$ cat src/rtl/gb_timer_pkg.sv
// Shared definitions for the DIV/TIMA/TMA/TAC timer: register map, clock-select
// and FSM encodings, and the divider-tap selection helper.
package gb_timer_pkg;

    localparam logic [15:0] DIV_ADDR  = 16'hFF04;
    localparam logic [15:0] TIMA_ADDR = 16'hFF05;
    localparam logic [15:0] TMA_ADDR  = 16'hFF06;
    localparam logic [15:0] TAC_ADDR  = 16'hFF07;

    typedef enum logic [1:0] {
        TAC_4096   = 2'b00,
        TAC_262144 = 2'b01,
        TAC_65536  = 2'b10,
        TAC_16384  = 2'b11
    } tac_clk_sel_t;

    typedef enum logic {
        T_IDLE   = 1'b0,
        T_RELOAD = 1'b1
    } timer_state_t;

    // Divider bit whose falling edge clocks TIMA for the given rate.
    function automatic logic tick_bit(input logic [15:0] cnt, input tac_clk_sel_t sel);
        logic b;
        case (sel)
            TAC_4096:   b = cnt[9];
            TAC_262144: b = cnt[3];
            TAC_65536:  b = cnt[5];
            default:    b = cnt[7];
        endcase
        return b;
    endfunction

endpackage

$ cat src/rtl/gb_timer_tick.sv
// Free-running system counter (DIV source) and the TIMA increment strobe,
// taken as the falling edge of the enabled, selected divider tap.
module gb_timer_tick
    import gb_timer_pkg::*;
(
    input  logic       i_clk,
    input  logic       i_rst,
    input  logic       i_div_clr,
    input  logic [2:0] i_tac,
    output logic [7:0] o_div,
    output logic       o_inc_pulse
);

    logic [15:0] r_sys_cnt;
    logic        r_prev_tick;
    logic        w_tick_sig;

    // Gating by TAC enable before edge detection makes DIV clears and TAC
    // writes produce the same spurious increments as the original silicon.
    assign w_tick_sig = i_tac[2] & tick_bit(r_sys_cnt, tac_clk_sel_t'(i_tac[1:0]));

    always_ff @(posedge i_clk) begin
        if (i_rst) begin
            r_sys_cnt   <= 16'h0000;
            r_prev_tick <= 1'b0;
        end else begin
            r_sys_cnt   <= i_div_clr ? 16'h0000 : r_sys_cnt + 16'h0001;
            r_prev_tick <= w_tick_sig;
        end
    end

    assign o_div       = r_sys_cnt[15:8];
    assign o_inc_pulse = r_prev_tick & ~w_tick_sig;

endmodule

$ cat src/rtl/gb_timer.sv
// Memory-mapped DIV/TIMA/TMA/TAC timer with delayed TMA reload and a sticky
// interrupt request.
module gb_timer
    import gb_timer_pkg::*;
#(
    parameter logic [15:0] BASE_ADDR    = DIV_ADDR,
    parameter int          RELOAD_DELAY = 4
) (
    input  logic        clk,
    input  logic        rst,
    input  logic [15:0] addr,
    input  logic [7:0]  wdata,
    input  logic        we,
    output logic [7:0]  rdata,
    output logic        hit,
    output logic        irq_req,
    input  logic        irq_ack
);

    localparam logic [1:0] OFF_DIV  = 2'(DIV_ADDR  - DIV_ADDR);
    localparam logic [1:0] OFF_TIMA = 2'(TIMA_ADDR - DIV_ADDR);
    localparam logic [1:0] OFF_TMA  = 2'(TMA_ADDR  - DIV_ADDR);
    localparam logic [1:0] OFF_TAC  = 2'(TAC_ADDR  - DIV_ADDR);
    localparam logic [1:0] RL_INIT  = 2'(RELOAD_DELAY - 1);

    logic [7:0]   r_tima, r_tma;
    logic [2:0]   r_tac;
    timer_state_t r_state, w_state_nxt;
    logic [1:0]   r_cnt, w_cnt_nxt;
    logic [7:0]   w_tima_nxt;
    logic         r_irq, w_irq_set;

    logic [15:0]  w_off;
    logic [1:0]   w_sel;
    logic         w_wr_div, w_wr_tima, w_wr_tma, w_wr_tac;
    logic [7:0]   w_div;
    logic         w_inc;

    // Offset compare handles a base near the top of the address space.
    assign w_off     = addr - BASE_ADDR;
    assign hit       = (w_off < 16'd4);
    assign w_sel     = w_off[1:0];
    assign w_wr_div  = we & hit & (w_sel == OFF_DIV);
    assign w_wr_tima = we & hit & (w_sel == OFF_TIMA);
    assign w_wr_tma  = we & hit & (w_sel == OFF_TMA);
    assign w_wr_tac  = we & hit & (w_sel == OFF_TAC);

    gb_timer_tick u_tick (
        .i_clk       (clk),
        .i_rst       (rst),
        .i_div_clr   (w_wr_div),
        .i_tac       (r_tac),
        .o_div       (w_div),
        .o_inc_pulse (w_inc)
    );

    always_comb begin
        w_state_nxt = r_state;
        w_cnt_nxt   = r_cnt;
        w_tima_nxt  = r_tima;
        w_irq_set   = 1'b0;
        case (r_state)
            T_IDLE: begin
                if (w_wr_tima) begin
                    w_tima_nxt = wdata;
                end else if (w_inc) begin
                    if (r_tima == 8'hFF) begin
                        w_tima_nxt  = 8'h00;
                        w_state_nxt = T_RELOAD;
                        w_cnt_nxt   = RL_INIT;
                    end else begin
                        w_tima_nxt = r_tima + 8'h01;
                    end
                end
            end
            T_RELOAD: begin
                // Final clock commits the reload; a CPU write to TIMA is lost here.
                if (r_cnt == 2'd0) begin
                    w_tima_nxt  = w_wr_tma ? wdata : r_tma;
                    w_irq_set   = 1'b1;
                    w_state_nxt = T_IDLE;
                end else if (w_wr_tima) begin
                    w_tima_nxt  = wdata;
                    w_cnt_nxt   = 2'd0;
                    w_state_nxt = T_IDLE;
                end else begin
                    w_cnt_nxt = r_cnt - 2'd1;
                end
            end
            default: w_state_nxt = T_IDLE;
        endcase
    end

    always_ff @(posedge clk) begin
        if (rst) begin
            r_tima  <= 8'h00;
            r_tma   <= 8'h00;
            r_tac   <= 3'b000;
            r_state <= T_IDLE;
            r_cnt   <= 2'd0;
            r_irq   <= 1'b0;
        end else begin
            if (w_wr_tma) r_tma <= wdata;
            if (w_wr_tac) r_tac <= wdata[2:0];
            r_tima  <= w_tima_nxt;
            r_state <= w_state_nxt;
            r_cnt   <= w_cnt_nxt;
            if (w_irq_set)    r_irq <= 1'b1;
            else if (irq_ack) r_irq <= 1'b0;
        end
    end

    assign irq_req = r_irq;

    always_comb begin
        rdata = 8'hFF;
        if (hit) begin
            case (w_sel)
                OFF_DIV:  rdata = w_div;
                OFF_TIMA: rdata = r_tima;
                OFF_TMA:  rdata = r_tma;
                default:  rdata = {5'b11111, r_tac};
            endcase
        end
    end

endmodule

$ cat config.mk
export PLATFORM = sky130hd
export DESIGN_NAME = gb_timer
export DESIGN_NICKNAME = d
export VERILOG_FILES = /design/src/rtl/gb_timer_pkg.sv /design/src/rtl/gb_timer_tick.sv /design/src/rtl/gb_timer.sv
export SDC_FILE = /design/constraint.sdc
export NUM_CORES = 1
export LEC_CHECK = 0
export CAP_MARGIN = 20
export CORE_UTILIZATION = 45
export CTS_CLUSTER_DIAMETER = 30
export CTS_CLUSTER_SIZE = 8
export DETAILED_ROUTE_END_ITERATION = 10
export PLACE_DENSITY = 0.77
export SLEW_MARGIN = 20
export SYNTH_ARGS = -nofsm -noshare
export SYNTH_HDL_FRONTEND = slang
export SYNTH_HIERARCHICAL = 1
export SYNTH_SLANG_ARGS = --single-unit
$ cat constraint.sdc
create_clock -name clk -period 2.8 [get_ports clk]
set_clock_uncertainty 0.1 [all_clocks]
set_input_delay 0.28 -clock clk [delete_from_list [all_inputs] [get_ports clk]]
set_output_delay 0.28 -clock clk [all_outputs]
set_load 0.02 [all_outputs]
==> run metrics <==
status=finished, final reports clean; die area=5610 um2; max_cap viols=0; Vias=2,272; CTS sink count=40; CP peak stage delay=0.56 ns; commonest register cell after synthesis=dfxtp_1; Initial DRC Count=175; Max Fanout on Critical Path=17; Slew Limit Fails=0; RSZ-0062 raised after global routing=no; PnR worst setup slack=0.236 ns; DRT Pass-1 Iters=4; Post-synth top cells=40 x dfxtp_1, 31 x nand2_1, 28 x nor2_1; Antenna Cells=0; Post CTS Setup Buffer Count=0; CP startpoint=addr[7]; Hold Vio Cnt, Final=0; CP endpoint kind=flop; Post-route DRC=0; GRT overflow=0; largest net degree at the start of global routing=18; clock-pin slew on the worst setup and hold paths=0.08 ns; Final Wtd Congestion=0.890; first-pass GRT wire length=9.74 mm; sequential area share after synthesis=33.5%; switching power=258 uW; Worst Tran Pin Value=0.752 ns; clock tree root driver cell=clkbuf_8; clock latency on the worst-skew pair=0.30 ns; worst hold-check path type=flop to flop; Nets=345; synth top area cells=dfxtp_1 33%, mux2i_1 7.1%, nand2_1 4.9%, nor2_1 4.4%, mux4_2 3.8%; detailed-route wire length per cell=15.7 um; final setup violation count=0; WP data required=2.89 ns; synthesized area=2390 um2; FFs w/ async S/R, synth=0%; TritonCTS Buffers=5; Core Region=5110 um2; Die Y=74.9 um; Startpoint Class=input port; Slew headroom=49.5%; die width=74.9 um; maximum vdd ir drop=295 uV; htree depth=2; Mean Syn Cell Area=8.57 um2; Tmin final=2.56 ns; Starting Density=46.8%; post-synth top area cell=dfxtp_1; Crit Path Class=input port to flop; Synth top area share=33.5%; Crit path arrival time=2.65 ns; # fillers=495; Tot GR Track Use=23.2%; fmax=0.390 GHz; initial antenna violation count=0; layout cell share with drive strength beyond 1=10.5%; WL final=6.06 mm; Crit Reg-Reg Startpoint=u_tick/r_sys_cnt[9]$_SDFF_PP0_; flops & latches, synth=40; Std-Cell Rows=26; Syn Nets=310; P_leak=0.00113 uW; via/cell ratio=5.90; min-delay src=irq_req$_SDFFE_PP0P_; CP Cell Sequence=clkdlybuf4s50_1 -> or4b_4 -> nor4_4 -> buf_12 -> nand4_2 -> mux2i_1 -> nor2_1 -> a22o_1; Net Sw Frac=24.3%; # port buffers=37; Seq pwr share=54.4%; Clk pwr share=36.7%; Post-DP HPWL=4.63 mm; Critical-path top delay cell=or4b_4; Post-synth EDFFs=0; Gate Count Post-Synth=279; Final ANT Viol Nets=0; pwr dens=360 nW/um2; worst setup slack after placement=-0.0739 ns; final worst path period share=91.6%; yosys warns=6; Sum Neg Setup Slack=0 ns; library cells used by synthesis=51; Area growth syn-to-layout=23.1%; vias in the first global route=2,097; CTS tree=done; Max clock buf depth=2; Power Internal=803 uW; Comb power frac=8.9%; Ports=38; most frequent cell after synthesis=dfxtp_1
repair_timing:
item | in CTS | in global routing
endpoints found under the setup margin | 0 | 9
hold buffers | 0 | 0
gates resized for setup | 0 | 9
layout make-up:
type | instances | area, um2 | area share (%)
Clock inverter | 1 | 8.76 | 0.297
Timing Repair Buffer | 46 | 485 | 16.5
Multi-Input combinational cell | 211 | 1450 | 49.2
Inverter | 10 | 37.5 | 1.27
Sequential cell | 40 | 801 | 27.2
Tap cell | 70 | 87.6 | 2.97
Clock buffer | 7 | 76.3 | 2.59
state kept, by name (all words and copies together), names as in the netlist:
register	cells
r_tac	3
r_state	1
r_tima	8
irq_req	1
r_cnt	2
u_tick/r_sys_cnt	16
r_tma	8
u_tick/r_prev_tick	1
critical path: cells and delay by family:
kind | cells | cell delay, ns
muxes | 1 | 0.26
and+or+nand+nor | 4 | 1.23
buffers and inverters | 2 | 0.61
AOI/OAI and AO/OA | 1 | 0.27
through the flow:
stage / area, um2 / hold slack [ns] / power [uW] / instances / utilization, %
final: 2950 / 0.387 / 1060 / 385 / 57.7
after global routing: 2950 / 0.427 / 1100 / 385 / 57.7
after CTS: 2920 / 0.389 / 1070 / 385 / 57.2
after detailed placement: 2840 / 0.378 / 685 / 377 / 55.6
after global placement: 2840 / 0.362 / 683 / 377 / 55.6
after floorplan: 2390 / 0.252 / 622 / 279 / -
per-layer routing:
metal | GRT usage (%) | wire length [um] | vias to the layer above
li1 | - | - | 1099
met2 | 35.2 | 2740 | 92
met4 | 11.1 | 140 | 0
met1 | 31.4 | 2640 | 1070
met3 | 5.09 | 529 | 11
met5 | 0 | 0 | -
power by group through the flow:
stage                     Clock, uW  Sequential [uW]  Combinational, uW
after CTS                       394              577               94.7
after global routing            423              577                103
after floorplan                   0              589               33.1
after detailed placement          0              590               94.3
final                           390              577               94.2
after global placement            0              590               92.8
worst paths after layout:
check	end	slack, ns	cells after the start
setup / recovery	r_tima[5]$_SDFFE_PP0P_	0.24	8
hold reg to reg	irq_req$_SDFFE_PP0P_	0.39	2
hold / removal	irq_req$_SDFFE_PP0P_	0.39	2
setup reg to reg	r_tima[4]$_SDFFE_PP0P_	0.50	7
placed cells by master (no fill, tap or decap), drive strengths merged, types with 7 or more instances in the layout:
cell type,netlist,routed
nand4,8,8
nor2,28,28
clkbuf,8,7
buf,10,9
nor4,7,7
o21ai,8,8
nand2,31,31
dlymetal6s2s,0,9
nor3,8,8
a21oi,14,14
dfxtp,40,40
nand3,9,9
mux2i,17,17
inv,10,10
clkdlybuf4s50,0,28
cell families after synthesis:
logic type | count (synthesis) | synth area share (%)
AND/OR/NAND/NOR | 118 | 27.1
flip-flops | 40 | 33.5
AO/OA/AOI/OAI | 57 | 16.0
XOR/XNOR | 6 | 2.20
buffers and inverters | 28 | 5.96
multiplexers | 27 | 13.7
adder cells (fa/ha/maj) | 3 | 1.57
(Power assumes the default switching activity.)
